`config.mk`:
```
export PLATFORM = sky130hd
export DESIGN_NAME = operand_fetch
export DESIGN_NICKNAME = d
export VERILOG_FILES = /design/src/rtl/operand_fetch.sv
export SDC_FILE = /design/constraint.sdc
export NUM_CORES = 2
export LEC_CHECK = 0
export CAP_MARGIN = 20
export CORE_ASPECT_RATIO = 2
export CORE_UTILIZATION = 35
export DETAILED_ROUTE_END_ITERATION = 8
export GPL_ROUTABILITY_DRIVEN = 1
export PLACE_DENSITY = 0.52
export SLEW_MARGIN = 15
export SYNTH_ARGS = -nofsm -noshare
export SYNTH_HDL_FRONTEND = slang
export SYNTH_SLANG_ARGS = --single-unit
```
`constraint.sdc`:
```
create_clock -name clk -period 5.9 [get_ports clk]
set_input_delay 0.59 -clock clk [delete_from_list [all_inputs] [get_ports clk]]
set_output_delay 0.59 -clock clk [all_outputs]
set_load 0.02 [all_outputs]
```
`src/rtl/operand_fetch.sv`:
```
// rtl/operand_fetch.sv - register file plus ID/EX pipeline register feeding the ALU
// Optional same-cycle write-back bypass on the read ports: define OPFETCH_WB_BYPASS_EN.
module operand_fetch #(
  parameter int REG_BITS  = 32,
  parameter int ADDR_BITS = 5,
  parameter int CTRL_BITS = 4
) (
  input  logic                 clk,
  input  logic                 rst,
  input  logic                 flush,
  input  logic                 in_valid,
  output logic                 in_ready,
  input  logic [ADDR_BITS-1:0] rs1,
  input  logic [ADDR_BITS-1:0] rs2,
  input  logic [ADDR_BITS-1:0] rd,
  input  logic [REG_BITS-1:0]  imm,
  input  logic                 use_imm,
  input  logic [CTRL_BITS-1:0] ctrl_in,
  input  logic                 wb_en,
  input  logic [ADDR_BITS-1:0] wb_addr,
  input  logic [REG_BITS-1:0]  wb_data,
  output logic                 out_valid,
  input  logic                 out_ready,
  output logic [REG_BITS-1:0]  A,
  output logic [REG_BITS-1:0]  B,
  output logic [CTRL_BITS-1:0] ctrl,
  output logic [ADDR_BITS-1:0] out_rd
);

  localparam int NREGS = 2 ** ADDR_BITS;

  typedef enum logic {EMPTY = 1'b0, FULL = 1'b1} state_t;

  state_t               state;
  logic [REG_BITS-1:0]  rf [0:NREGS-1];
  logic [REG_BITS-1:0]  rd1;
  logic [REG_BITS-1:0]  rd2;
  logic                 accept;

  // Entry 0 is never written; the read mux below forces x0 to zero regardless.
  always_ff @(posedge clk) begin
    if (rst) begin
      for (int i = 0; i < NREGS; i++) rf[i] <= '0;
    end else if (wb_en && (wb_addr != '0)) begin
      rf[wb_addr] <= wb_data;
    end
  end

  always_comb begin
    rd1 = rf[rs1];
    rd2 = rf[rs2];
`ifdef OPFETCH_WB_BYPASS_EN
    if (wb_en && (wb_addr == rs1)) rd1 = wb_data;
    if (wb_en && (wb_addr == rs2)) rd2 = wb_data;
`endif
    if (rs1 == '0) rd1 = '0;
    if (rs2 == '0) rd2 = '0;
  end

  assign out_valid = (state == FULL);
  assign in_ready  = !out_valid || out_ready;
  assign accept    = in_valid && in_ready && !flush;

  // Flush wins over accept and hold; data regs are left stale on flush or drain.
  always_ff @(posedge clk) begin
    if (rst) begin
      state  <= EMPTY;
      A      <= '0;
      B      <= '0;
      ctrl   <= '0;
      out_rd <= '0;
    end else if (flush) begin
      state <= EMPTY;
    end else if (accept) begin
      state  <= FULL;
      A      <= rd1;
      B      <= use_imm ? imm : rd2;
      ctrl   <= ctrl_in;
      out_rd <= rd;
    end else if ((state == FULL) && out_ready) begin
      state <= EMPTY;
    end
  end

endmodule

```
==> reports/qor.yml <==
status: "complete, no violations"
hold_buffers: 0
synth_edf_count: 1024
synth_top_family_by_area: "multiplexers"
cts_setup_buffers: 0
r2r-end: "A[1]$_SDFFE_PP0P_"
routedWlPerCell_um: 37.5
cts_buffers: 100
vdd_drop_max_uv: 190
synthXorXnorAreaFrac: 0
portBuffers: 169
grt_pass1_wl_um: 324000
dp_hpwl_um: 156000
min_to: "ctrl[0]$_SDFFE_PP0P_"
place_ws_ps: 1650
grt_pass1_vias: 38900
fmax_ghz: 0.275
relSlewSlack: 0.230
area_delta_synth_final_pct: 13.0
hold_depth: 3
synth_fa_ha_area_frac: 0
drv_slew: 0
cellPowerDensity_nw_per_um2: 286
clkLatencyLatePin_ps: 720
clk_pin_slew_ps: 80
cts_sinks: 1098
rsz0062_at_grt: "no"
final-setup-viol-count: 0
period_share: 0.616
yosysWarnings: 0
grt_max_degree: 102
clockRootBuffer: "clkbuf_16"
maxCapViolCount: 0
via_count: 38100
tightest_slew_ps: 1150
hp-class: "input port to flop"
post-synth-top-area-cell: "edfxtp_1"
synthCells: 4140
die_h_um: 577
drive_gt1_frac: 0.193
vias_per_cell: 5.98
r2r-start: "out_valid$_SDFFE_PP0P_"
start_util: 0.353
cp-end-kind: "flop"
first_pass_iters: 6
die_w_um: 289
hold_viol_final: 0
fin_crit_ps: 3640
synth_ff_type: "edfxtp_1"
path_class: "input port to flop"
core.rowCount: 210
dieArea_um2: 167000
layout_setup_ws_ps: 2260
coreArea_um2: 164000
grt_overflow: 0
start_kind: "input port"
drt_iter0_drc: 4065
ant_nets: 0
nets: 4254
cp_data_required_time_ps: 6280
cts_tree: "built"
yosys-top-cells-count: "1024 x edfxtp_1, 994 x and2_1, 356 x mux4_2"
yosysSeqAreaShare: 0.558
crit_path_max_fanout: 33
synth_mux_area_frac: 0.206
antenna_found_initial: 34
cts.path.max_buffers: 3
reg2reg_depth: 5
synth_top_area_frac: 0.532
synth-simple-area-share: 0.143
synthArstFlopShare: 0
ioPinCount: 170
ys_ff_latch: 1098
drc: 0
yosysUniqueCellTypes: 46
syn_area_per_cell_um2: 14.0
syn_area_um2: 57800
htree_levels: 3
gp_congestion: 0.867
synth_compound_area_frac: 0.0582
critPathArrivalTime_ps: 4020
cts-resized-gates: 0
wl_um: 239000
min_from: "ctrl_in[0]"
yosysMostFrequentCell: "edfxtp_1"
tns_ps: 0
yosys-top-cells-area: "edfxtp_1 53%, mux4_2 14%, and2_1 11%"
regToRegSetupSlack_ps: 2390
grt_usage: 0.285
finClkSkew_ps: 19.8
leakage_nw: 22.6
-- layout by cell type (no fill, tap or decap), types with 56 or more instances in the layout --
| master | n |
|---|---|
| mux4_2 | 356 |
| a211oi_1 | 58 |
| a21oi_1 | 84 |
| mux2_2 | 56 |
| nand2_1 | 158 |
| clkdlybuf4s50_1 | 151 |
| clkbuf_16 | 105 |
| dfxtp_1 | 74 |
| and2_1 | 992 |
| edfxtp_1 | 1024 |
| buf_4 | 136 |
| mux2i_1 | 313 |
| o22ai_1 | 56 |
-- worst max-delay path: stages --
cell             delay [ps]
clkdlybuf4s50_1         680
nor2b_1                 230
nand3b_1                650
nor2_4                  270
buf_4                   470
or2_2                   640
buf_4                   430
-- registers in the layout, summed over array words and instances, names as in the netlist --
name       flops
ctrl           4
B             32
A             32
out_valid      1
rf          1024
out_rd         5
-- kinds of logic (layout without fill, tap and decap cells) --
family,Yosys count,after routing
AND/OR/NAND/NOR,1419,1419
flip-flops,1098,1098
buffers and inverters,437,511
multiplexers,735,735
other,1,44
AO/OA/AOI/OAI,450,450
-- worst max-delay path by stage --
stage | start | to | slack (ps) | cells after the start
finish | wb_en | rf[2][4]$_SDFFCE_PN0P_ | 2260 | 7
CTS | wb_en | rf[2][10]$_SDFFCE_PN0P_ | 2400 | 7
global route | wb_en | rf[2][10]$_SDFFCE_PN0P_ | 2300 | 7
detailed placement | wb_en | rf[2][12]$_SDFFCE_PN0P_ | 1650 | 7
floorplan | rst | rf[12][0]$_SDFFCE_PN0P_ | 3460 | 6
global placement | wb_en | rf[2][12]$_SDFFCE_PN0P_ | 1650 | 7
-- final cells by class --
class | count | area (um2)
well taps | 2120 | 2650
inverters | 1 | 3.75
diodes | 12 | 30.0
fillers | 15200 | 98400
flip-flops and latches | 1098 | 32200
clock buffers | 138 | 2840
repair buffers | 322 | 3040
multi-input cells | 2636 | 23900
clock inverters | 50 | 517
-- power by group --
| part | switching [mW] | internal, mW |
|---|---|---|
| Combinational | 1.54 | 0.927 |
| Clock | 3.12 | 3.81 |
| Sequential | 0.309 | 8.95 |
-- per-layer routing --
layer / global-route usage / vias to the layer above / share of wire
met5: 0 / - / 0.00055
met2: 0.512 / 1863 / 0.52
met3: 0.0511 / 538 / 0.074
met1: 0.316 / 19900 / 0.34
li1: - / 15800 / -
met4: 0.149 / 16 / 0.059
-- per-stage QoR --
step	utilization	cells	hold WS (ps)	area, um2	total power, mW
2_1_floorplan	-	4171	517	57900	10.7
3_5_place_dp	0.378	6175	438	61800	11.9
5_1_grt	0.398	6367	433	65200	19.1
3_3_place_gp	0.378	6173	432	61800	11.9
6_report	0.399	6377	419	65300	18.7
4_1_cts	0.398	6363	382	65200	18.7
No activity file was read; power rests on OpenSTA's default activity.
